`config.mk`:
```
export PLATFORM = sky130hd
export DESIGN_NAME = alarm_scheduler
export DESIGN_NICKNAME = d
export VERILOG_FILES = /design/src/rtl/alarm_pkg.sv /design/src/rtl/alarm_slot_match.sv /design/src/rtl/alarm_scheduler.sv
export SDC_FILE = /design/constraint.sdc
export NUM_CORES = 1
export LEC_CHECK = 0
export CAP_MARGIN = 0
export CORE_ASPECT_RATIO = 1.1
export CORE_UTILIZATION = 60
export CTS_CLUSTER_DIAMETER = 80
export CTS_CLUSTER_SIZE = 16
export DETAILED_ROUTE_END_ITERATION = 8
export PLACE_DENSITY = 0.83
export SETUP_SLACK_MARGIN = 0.05
export SYNTH_ARGS = -nofsm -noshare
export SYNTH_HDL_FRONTEND = slang
export SYNTH_SLANG_ARGS = --single-unit
```
`constraint.sdc`:
```
create_clock -name clk -period 7 [get_ports clk]
set_clock_uncertainty 0.05 [all_clocks]
set_input_delay 1.4 -clock clk [delete_from_list [all_inputs] [get_ports clk]]
set_output_delay 1.4 -clock clk [all_outputs]
set_load 0.05 [all_outputs]
```
`src/rtl/alarm_pkg.sv`:
```
// Shared definitions for the alarm scheduler: FSM encoding, time limits,
// the alarm slot record and the time-validity helper.
package alarm_pkg;

    localparam logic [1:0] ST_IDLE   = 2'b00;
    localparam logic [1:0] ST_RING   = 2'b01;
    localparam logic [1:0] ST_SNOOZE = 2'b10;

    localparam logic [7:0] HR_MAX  = 8'd23;
    localparam logic [7:0] MIN_MAX = 8'd59;
    localparam logic [7:0] SEC_MAX = 8'd59;

    typedef struct packed {
        logic       en;
        logic [7:0] hr;
        logic [7:0] min;
        logic [7:0] sec;
    } slot_t;

    function automatic logic time_valid(input logic [7:0] h, input logic [7:0] m, input logic [7:0] s);
        return (h <= HR_MAX) && (m <= MIN_MAX) && (s <= SEC_MAX);
    endfunction

endpackage

```
`src/rtl/alarm_slot_match.sv`:
```
// Alarm slot storage with validated configuration writes and a
// lowest-index-wins match encoder evaluated on each second tick.
module alarm_slot_match import alarm_pkg::*; #(
    parameter int NUM_ALM = 4,
    parameter int IW      = 2
) (
    input  logic          clk,
    input  logic          clr,
    input  logic          tick,
    input  logic [7:0]    hr,
    input  logic [7:0]    min,
    input  logic [7:0]    sec,
    input  logic          cfg_we,
    input  logic [IW-1:0] cfg_idx,
    input  logic          cfg_en,
    input  logic [7:0]    cfg_hr,
    input  logic [7:0]    cfg_min,
    input  logic [7:0]    cfg_sec,
    output logic          match_any,
    output logic [IW-1:0] match_idx,
    output logic          cfg_err
);

    slot_t slot_q [NUM_ALM];
    slot_t slot_d [NUM_ALM];
    logic  cfg_err_q;
    logic  cfg_err_d;
    logic  cfg_ok;

    // Next-state of the slot array; matching below reads slot_q, so a write
    // on a tick cycle only affects matches from the following cycle.
    always_comb begin
        slot_d    = slot_q;
        cfg_ok    = cfg_we && time_valid(cfg_hr, cfg_min, cfg_sec) && (int'(cfg_idx) < NUM_ALM);
        cfg_err_d = cfg_we && !cfg_ok;
        if (cfg_ok) begin
            slot_d[cfg_idx] = '{en: cfg_en, hr: cfg_hr, min: cfg_min, sec: cfg_sec};
        end else begin
            slot_d[0] = slot_q[0];
        end
    end

    // Priority encoder: scanning downwards leaves the lowest matching index.
    always_comb begin
        match_any = 1'b0;
        match_idx = '0;
        for (int i = NUM_ALM - 1; i >= 0; i--) begin
            if (tick && slot_q[i].en && (slot_q[i].hr == hr) &&
                (slot_q[i].min == min) && (slot_q[i].sec == sec)) begin
                match_any = 1'b1;
                match_idx = IW'(i);
            end else begin
                match_any = match_any;
            end
        end
    end

    // Slot and error-pulse registers.
    always_ff @(posedge clk) begin
        if (clr) begin
            slot_q    <= '{default: '0};
            cfg_err_q <= 1'b0;
        end else begin
            slot_q    <= slot_d;
            cfg_err_q <= cfg_err_d;
        end
    end

    assign cfg_err = cfg_err_q;

endmodule

```
`src/rtl/alarm_scheduler.sv`:
```
// Multi-slot alarm controller: ring / snooze / stop sequencing driven by the
// per-second tick, with all outputs registered.
module alarm_scheduler import alarm_pkg::*; #(
    parameter int NUM_ALM     = 4,
    parameter int RING_SECS   = 30,
    parameter int SNOOZE_SECS = 300,
    parameter int MAX_SNOOZE  = 3,
    parameter int IW          = (NUM_ALM > 1) ? $clog2(NUM_ALM) : 1
) (
    input  logic          clk,
    input  logic          clr,
    input  logic          tick,
    input  logic [7:0]    hr,
    input  logic [7:0]    min,
    input  logic [7:0]    sec,
    input  logic          cfg_we,
    input  logic [IW-1:0] cfg_idx,
    input  logic          cfg_en,
    input  logic [7:0]    cfg_hr,
    input  logic [7:0]    cfg_min,
    input  logic [7:0]    cfg_sec,
    input  logic          snooze_btn,
    input  logic          stop_btn,
    output logic          alarm,
    output logic [IW-1:0] ring_idx,
    output logic [1:0]    snooze_cnt,
    output logic [1:0]    state,
    output logic          cfg_err,
    output logic          missed
);

    localparam logic [15:0] RING_LIM = 16'(RING_SECS);
    localparam logic [15:0] SNZ_LIM  = 16'(SNOOZE_SECS);
    localparam logic [1:0]  SNZ_MAX  = 2'(MAX_SNOOZE);

    logic          match_any;
    logic [IW-1:0] match_idx;

    logic [1:0]    state_q, state_d;
    logic          alarm_q, alarm_d;
    logic [IW-1:0] ring_idx_q, ring_idx_d;
    logic [1:0]    snooze_cnt_q, snooze_cnt_d;
    logic [15:0]   ring_cnt_q, ring_cnt_d;
    logic [15:0]   snz_cnt_q, snz_cnt_d;
    logic          missed_q, missed_d;

    alarm_slot_match #(.NUM_ALM(NUM_ALM), .IW(IW)) u_match (
        .clk       (clk),
        .clr       (clr),
        .tick      (tick),
        .hr        (hr),
        .min       (min),
        .sec       (sec),
        .cfg_we    (cfg_we),
        .cfg_idx   (cfg_idx),
        .cfg_en    (cfg_en),
        .cfg_hr    (cfg_hr),
        .cfg_min   (cfg_min),
        .cfg_sec   (cfg_sec),
        .match_any (match_any),
        .match_idx (match_idx),
        .cfg_err   (cfg_err)
    );

    // Event sequencer; priority inside an event is stop > snooze > tick.
    always_comb begin
        state_d      = state_q;
        alarm_d      = alarm_q;
        ring_idx_d   = ring_idx_q;
        snooze_cnt_d = snooze_cnt_q;
        ring_cnt_d   = ring_cnt_q;
        snz_cnt_d    = snz_cnt_q;
        missed_d     = 1'b0;
        case (state_q)
            ST_IDLE: begin
                if (match_any) begin
                    state_d      = ST_RING;
                    alarm_d      = 1'b1;
                    ring_idx_d   = match_idx;
                    ring_cnt_d   = 16'd0;
                    snooze_cnt_d = 2'd0;
                end else begin
                    alarm_d      = 1'b0;
                    snooze_cnt_d = 2'd0;
                end
            end
            ST_RING: begin
                missed_d = match_any;
                if (stop_btn) begin
                    state_d      = ST_IDLE;
                    alarm_d      = 1'b0;
                    snooze_cnt_d = 2'd0;
                end else if (snooze_btn && (snooze_cnt_q < SNZ_MAX)) begin
                    state_d      = ST_SNOOZE;
                    alarm_d      = 1'b0;
                    snooze_cnt_d = snooze_cnt_q + 2'd1;
                    snz_cnt_d    = 16'd0;
                end else if (tick) begin
                    if ((ring_cnt_q + 16'd1) >= RING_LIM) begin
                        state_d      = ST_IDLE;
                        alarm_d      = 1'b0;
                        snooze_cnt_d = 2'd0;
                    end else begin
                        ring_cnt_d = ring_cnt_q + 16'd1;
                    end
                end else begin
                    ring_cnt_d = ring_cnt_q;
                end
            end
            ST_SNOOZE: begin
                missed_d = match_any;
                if (stop_btn) begin
                    state_d      = ST_IDLE;
                    alarm_d      = 1'b0;
                    snooze_cnt_d = 2'd0;
                end else if (tick) begin
                    if ((snz_cnt_q + 16'd1) >= SNZ_LIM) begin
                        state_d    = ST_RING;
                        alarm_d    = 1'b1;
                        ring_cnt_d = 16'd0;
                    end else begin
                        snz_cnt_d = snz_cnt_q + 16'd1;
                    end
                end else begin
                    snz_cnt_d = snz_cnt_q;
                end
            end
            default: begin
                state_d      = ST_IDLE;
                alarm_d      = 1'b0;
                snooze_cnt_d = 2'd0;
            end
        endcase
    end

    // State, counter and output registers.
    always_ff @(posedge clk) begin
        if (clr) begin
            state_q      <= ST_IDLE;
            alarm_q      <= 1'b0;
            ring_idx_q   <= '0;
            snooze_cnt_q <= 2'd0;
            ring_cnt_q   <= 16'd0;
            snz_cnt_q    <= 16'd0;
            missed_q     <= 1'b0;
        end else begin
            state_q      <= state_d;
            alarm_q      <= alarm_d;
            ring_idx_q   <= ring_idx_d;
            snooze_cnt_q <= snooze_cnt_d;
            ring_cnt_q   <= ring_cnt_d;
            snz_cnt_q    <= snz_cnt_d;
            missed_q     <= missed_d;
        end
    end

    assign alarm      = alarm_q;
    assign ring_idx   = ring_idx_q;
    assign snooze_cnt = snooze_cnt_q;
    assign state      = state_q;
    assign missed     = missed_q;

endmodule

```
After elaboration in Yosys (flattened, before gate mapping)

Cells that the tools add are included.

Reduce and logical (&&, ||, !) cells: 34
Equal/unequal tests: 29
Mux-type cells: 48
Bitwise logic cells: 2
Add/sub/neg operators: 3
$lt $le $gt $ge: 8

Operators by type and width:

| cell                                                                | number |
|---|---|
| two-way mux 16 bit                                                  | 13 |
| bitwise mux 100 bit                                                 | 1 |
| == test 8 bit                                                       | 12 |
| demux 25 bit (select 2 bit)                                         | 1 |
| one-hot mux 16 bit (3 select lines)                                 | 1 |
| adder 16 x 1 -> 16 bit (second input constant)                      | 2 |
| one-hot mux 16 bit (2 select lines)                                 | 1 |
| two-way mux 2 bit                                                   | 15 |
| two-way mux 25 bit                                                  | 1 |
| logical AND 1 bit                                                   | 22 |
| != test 2 bit (second input constant)                               | 11 |
| greater-or-equal comparator 16 x 5 -> 1 bit (second input constant) | 1 |
| greater-or-equal comparator 16 x 9 -> 1 bit (second input constant) | 1 |
| less-or-equal comparator 8 x 6 -> 1 bit (second input constant)     | 2 |
| two-way mux 1 bit                                                   | 12 |
| AND reduction 9 bit                                                 | 1 |
| less-or-equal comparator 8 x 5 -> 1 bit (second input constant)     | 1 |
| != test 4 bit (second input constant)                               | 2 |
| != test 3 bit (second input constant)                               | 2 |
| one-hot mux 2 bit (3 select lines)                                  | 1 |
| AND reduction 6 bit                                                 | 1 |
| AND reduction 5 bit                                                 | 1 |
| one-hot mux 2 bit (2 select lines)                                  | 1 |
| AND reduction 4 bit                                                 | 1 |
| other kinds (16)                                                    | 17 |

Flip-flop bits (word level): 141
Output and inout port bits: 9
Input port bits: 57
Logic and storage cells: 148

Longest topological paths before layout

Depth in word-level cells: 10
Mapped depth: 11
Mapped depth without buffers: 10

Cells and area by module

Synthesis repeated with hierarchy kept, for this count alone.

Cells, all modules: 753
Area total of the unflattened synthesis: 7,133.1 um^2

By module, submodules not included:

| module           | seq. area each (um^2) | times used | area each (um^2) | cells an instance |
|---|---|---|---|---|
| alarm_slot_match | 2,021.9               | 1          | 4,745.8          | 476 |
| alarm_scheduler  | 800.8                 | 1          | 2,387.3          | 277 |

Worst setup path after synthesis

Ideal clock, no wire load.

Kind: in2reg
From: input port min[1]
To: register ring_cnt_q[10]
Data required time: 6,837 ps
Library setup time: 113 ps
Arrival: 3,232 ps
Buffers on the path: 2
Slack: 3,606 ps
Stages on the path: 10
Cell sequence: clkbuf_1 -> xnor2_1 -> nand4_1 -> or4_1 -> o22a_1 -> nand3_2 -> o221ai_4 -> o21a_4 -> buf_6 -> and2_4

Longest elaborated chain between the ends: 9
Elaborated cells between the ends (all ways): 18
Those cells by class: eq/ne (5); mux (4); reduce/logical (9)

RTL lines:

| what                              | RTL line               | source |
|---|---|---|
| start: declaration                | alarm_scheduler.sv:14  | `input logic [7:0] min,` |
| == test 8 bit                     | alarm_slot_match.sv:49 | `(slot_q[i].min == min) && (slot_q[i].sec == sec)) begin` |
| logical AND 1 bit                 | alarm_slot_match.sv:48 | `if (tick && slot_q[i].en && (slot_q[i].hr == hr) &&` |
| logical AND 1 bit                 | alarm_slot_match.sv:49 |  |
| two-way mux 1 bit (3 in series)   | alarm_slot_match.sv:48 |  |
| two-way mux 1 bit (*)             | alarm_slot_match.sv:48 |  |
| != test 2 bit (no line) (*)       | n/a                    |  |
| AND reduction 9 bit (no line) (*) | n/a                    |  |
| end signal: assignment            | alarm_scheduler.sv:151 | `ring_cnt_q <= ring_cnt_d;` |
| end: declaration                  | alarm_scheduler.sv:43  | `logic [15:0] ring_cnt_q, ring_cnt_d;` |

Every way passes the cells marked *; elsewhere a longest branch is shown, timed or not.
A chain may end at the register's enable or synchronous reset.

Worst setup path in the final report

From: input port cfg_sec[6]
To: register u_match.slot_q[48] (netlist name)

Longest elaborated chain between the ends: 3

RTL lines:

| what                                    | RTL line               | source |
|---|---|---|
| start: declaration                      | alarm_scheduler.sv:21  | `input logic [7:0] cfg_sec,` |
| less-or-equal comparator 8 x 6 -> 1 bit | alarm_pkg.sv:21        | `return (h <= HR_MAX) && (m <= MIN_MAX) && (s <= SEC_MAX);` |
| logical AND 1 bit                       | alarm_pkg.sv:21        |  |
| logical AND 1 bit                       | alarm_slot_match.sv:34 | `cfg_ok = cfg_we && time_valid(cfg_hr, cfg_min, cfg_sec) && (int'(cfg_idx) < NUM_ALM);` |
| end signal: assignment                  | alarm_slot_match.sv:64 | `slot_q <= slot_d;` |
| end: declaration                        | alarm_slot_match.sv:24 | `slot_t slot_q [NUM_ALM];` |

No other way between the ends.

==> impl_metrics.json <==
{
  "grt_pass1_wl_um": 29600,
  "power_density_nw_per_um2": 214.7,
  "yosysTopAreaCell": "dfxtp_1",
  "p_leak_nw": 2.987,
  "die_w_um": 104.2,
  "synth_top_area_frac": 0.4095,
  "grt_usage": 0.3207,
  "antenna_found_initial": 0,
  "slew_viol_final": 0,
  "critPathBufInv": 1,
  "die-area_um2": 11920,
  "fin_cells": 1017,
  "worst-slew-pin-transition_ns": 1.080,
  "vias": 6091,
  "crit_chain": "clkdlybuf4s50_1 > nor4_1 > nand4_1 > a41oi_1 > and2_1 > nor2b_1 > nand2_1 > and3_1",
  "hold_buffers": 0,
  "ys_warn_count": 0,
  "nNetsFinal": 922,
  "slowest_stage": "nand2_1",
  "grt_max_degree": 81,
  "io_pins": 66,
  "antenna_cells": 0,
  "cts_setup_buffers": 0,
  "grt_overflow": 0,
  "grt_pass1_vias": 5923,
  "ir_drop_mv": 0.1692,
  "max_stage_delay_ns": 0.64,
  "cts_buffer_depth": 2,
  "cp-start-kind": "input pin",
  "yosysMostFrequentCell": "nand2_1",
  "cts_resized": 0,
  "setup_tns_ns": 0,
  "ys.flop_type": "dfxtp_1",
  "finalWirelength_um": 18090,
  "hold_viol_final": 0,
  "clock_sinks": 141,
  "slew_headroom": 0.2777,
  "start_util": 0.6232,
  "critical_path.top_delay_family": "simple AND/OR/NAND/NOR gates",
  "syn_inst": 813,
  "drc": 0,
  "drtPass1Iterations": 6,
  "setup_viol": 0,
  "drtIter0Drc": 377,
  "syn_to_final_growth_pct": 17.39,
  "clk_pin_slew_ns": 0.05,
  "crit_path_end_kind": "flip-flop",
  "syn_avg_cell_area_um2": 8.478,
  "status": "finished, final reports clean",
  "rsz0062_at_grt": "false",
  "hp-class": "flip-flop to flip-flop",
  "cp_max_fo": 25,
  "synth_area_leaders": "dfxtp_1 41%, nand2_1 9.0%, xor2_1 7.9%",
  "wire_per_inst_um": 17.79,
  "drive_gt1_frac": 0.07471,
  "dp_worst_setup_slack_ns": 2.730,
  "period_needed_ns": 3.912,
  "total_power_mw": 1.737,
  "worst_slack_ns": 3.088,
  "synth-seq-area-share": 0.4095,
  "gp_congestion": 0.9081,
  "synth_cell_types": 69,
  "synth_seq_cells": 141,
  "cts_root_buffer": "clkbuf_16",
  "synth_nets": 878,
  "synth_area_um2": 6893,
  "async_reset_ff_frac": 0,
  "insertion_delay_ns": 0.42,
  "synth_edf_count": 0,
  "ant_nets": 0,
  "htreeDepth": 4,
  "post-dp-hpwl_um": 12400,
  "die_h_um": 114.4,
  "yosys-top-cells-count": "165 x nand2_1, 141 x dfxtp_1, 90 x a21oi_1",
  "criticalPathCategory": "input pin to flip-flop",
  "cts_tree": "built",
  "post-route-period-util": 0.5589,
  "fmax_mhz": 255.6,
  "maxCapViolations": 0,
  "worst_ep_required_time_ns": 7.26,
  "numCtsBuffers": 17,
  "numPortBuffers": 65,
  "vias_per_cell": 5.989,
  "cp.arrival_ns": 4.17,
  "dp.cells": 985,
  "fin_util": 0.7316,
  "rows": 40,
  "core-area_um2": 11060
}
[layout make-up]
cell class / count / area (um2)
clock buffer: 25 / 475.5
fill: 827 / 2969
timing repair buffer: 68 / 668.1
clock inverter: 7 / 63.81
inverter: 16 / 60.06
tap: 147 / 183.9
sequential: 141 / 2823
multi-input combinational: 613 / 3817
[report_power, final]
group / leakage (nW) / switching (mW) / internal (mW)
Sequential: 1.14 / 0.000356 / 0.803
Clock: 0.269 / 0.324 / 0.504
Combinational: 1.58 / 0.0590 / 0.0461
[registers in the layout (all words and copies together), names as in the netlist]
name and count:
u_match.cfg_err 1, u_match.slot_q 100, snz_cnt_q 16, alarm 1
ring_cnt_q 16, snooze_cnt 2, ring_idx 2, missed 1
state 2
[per-stage QoR]
| step | instance area [um2] | hold WS (ns) |
|---|---|---|
| floorplan | 6893 | 0.3774 |
| global placement | 7552 | 0.3870 |
| detailed placement | 7552 | 0.3959 |
| CTS | 8092 | 0.4033 |
| global route | 8092 | 0.4247 |
| finish | 8092 | 0.3977 |
[cell usage in the layout (no fill, tap or decap), types with 7 or more instances in the layout]
cell type	n
nand2_1	165
dfxtp_1	141
a21oi_1	90
clkdlybuf4s50_1	64
xor2_1	62
xnor2_1	44
and3_1	36
nand3_1	21
nor2_1	20
nand4_1	19
clkbuf_16	17
inv_1	16
nor4_1	14
nor3_1	13
nand2b_1	9
and2_4	8
ha_1	8
o21ai_0	7
nor3b_1	7
[layer usage]
metal / wire (um) / global-route usage / vias to the layer above
met5: 0 / 0 / -
met1: 7092 / 0.3567 / 2870
met4: 843 / 0.1810 / 0
met2: 8960 / 0.5613 / 268
li1: - / - / 2893
met3: 1193 / 0.08253 / 60
[final timing paths]
| kind | startpoint | to | slack, ns | depth (start not counted) |
|---|---|---|---|---|
| setup / recovery | cfg_sec[6] | u_match.slot_q[48] | 3.09 | 8 |
| setup reg to reg | ring_cnt_q[0] | state[0] | 3.77 | 9 |
| hold / removal | u_match.slot_q[49] | u_match.slot_q[49] | 0.40 | 2 |
| hold reg to reg | u_match.slot_q[49] | u_match.slot_q[49] | 0.40 | 2 |
[worst min-delay path: cells and delay by family (launching register included)]
family          cells  cell delay (ns)
simple gates        1             0.05
compound gates      1             0.05
flops               1             0.30
[kinds of logic (layout without fill, tap and decap cells)]
| group | after synthesis | in the layout | synth area share |
|---|---|---|---|
| flip-flops | 141 | 141 | 0.4095 |
| multiplexers | 8 | 8 | 0.01198 |
| XOR/XNOR | 106 | 106 | 0.1347 |
| buffers and inverters | 59 | 116 | 0.03667 |
| AND/OR/NAND/NOR | 353 | 353 | 0.2665 |
| adder cells (fa/ha/maj) | 8 | 8 | 0.01452 |
| AO/OA/AOI/OAI | 138 | 138 | 0.1262 |
Note: power is estimated with default switching activity, not from simulation.
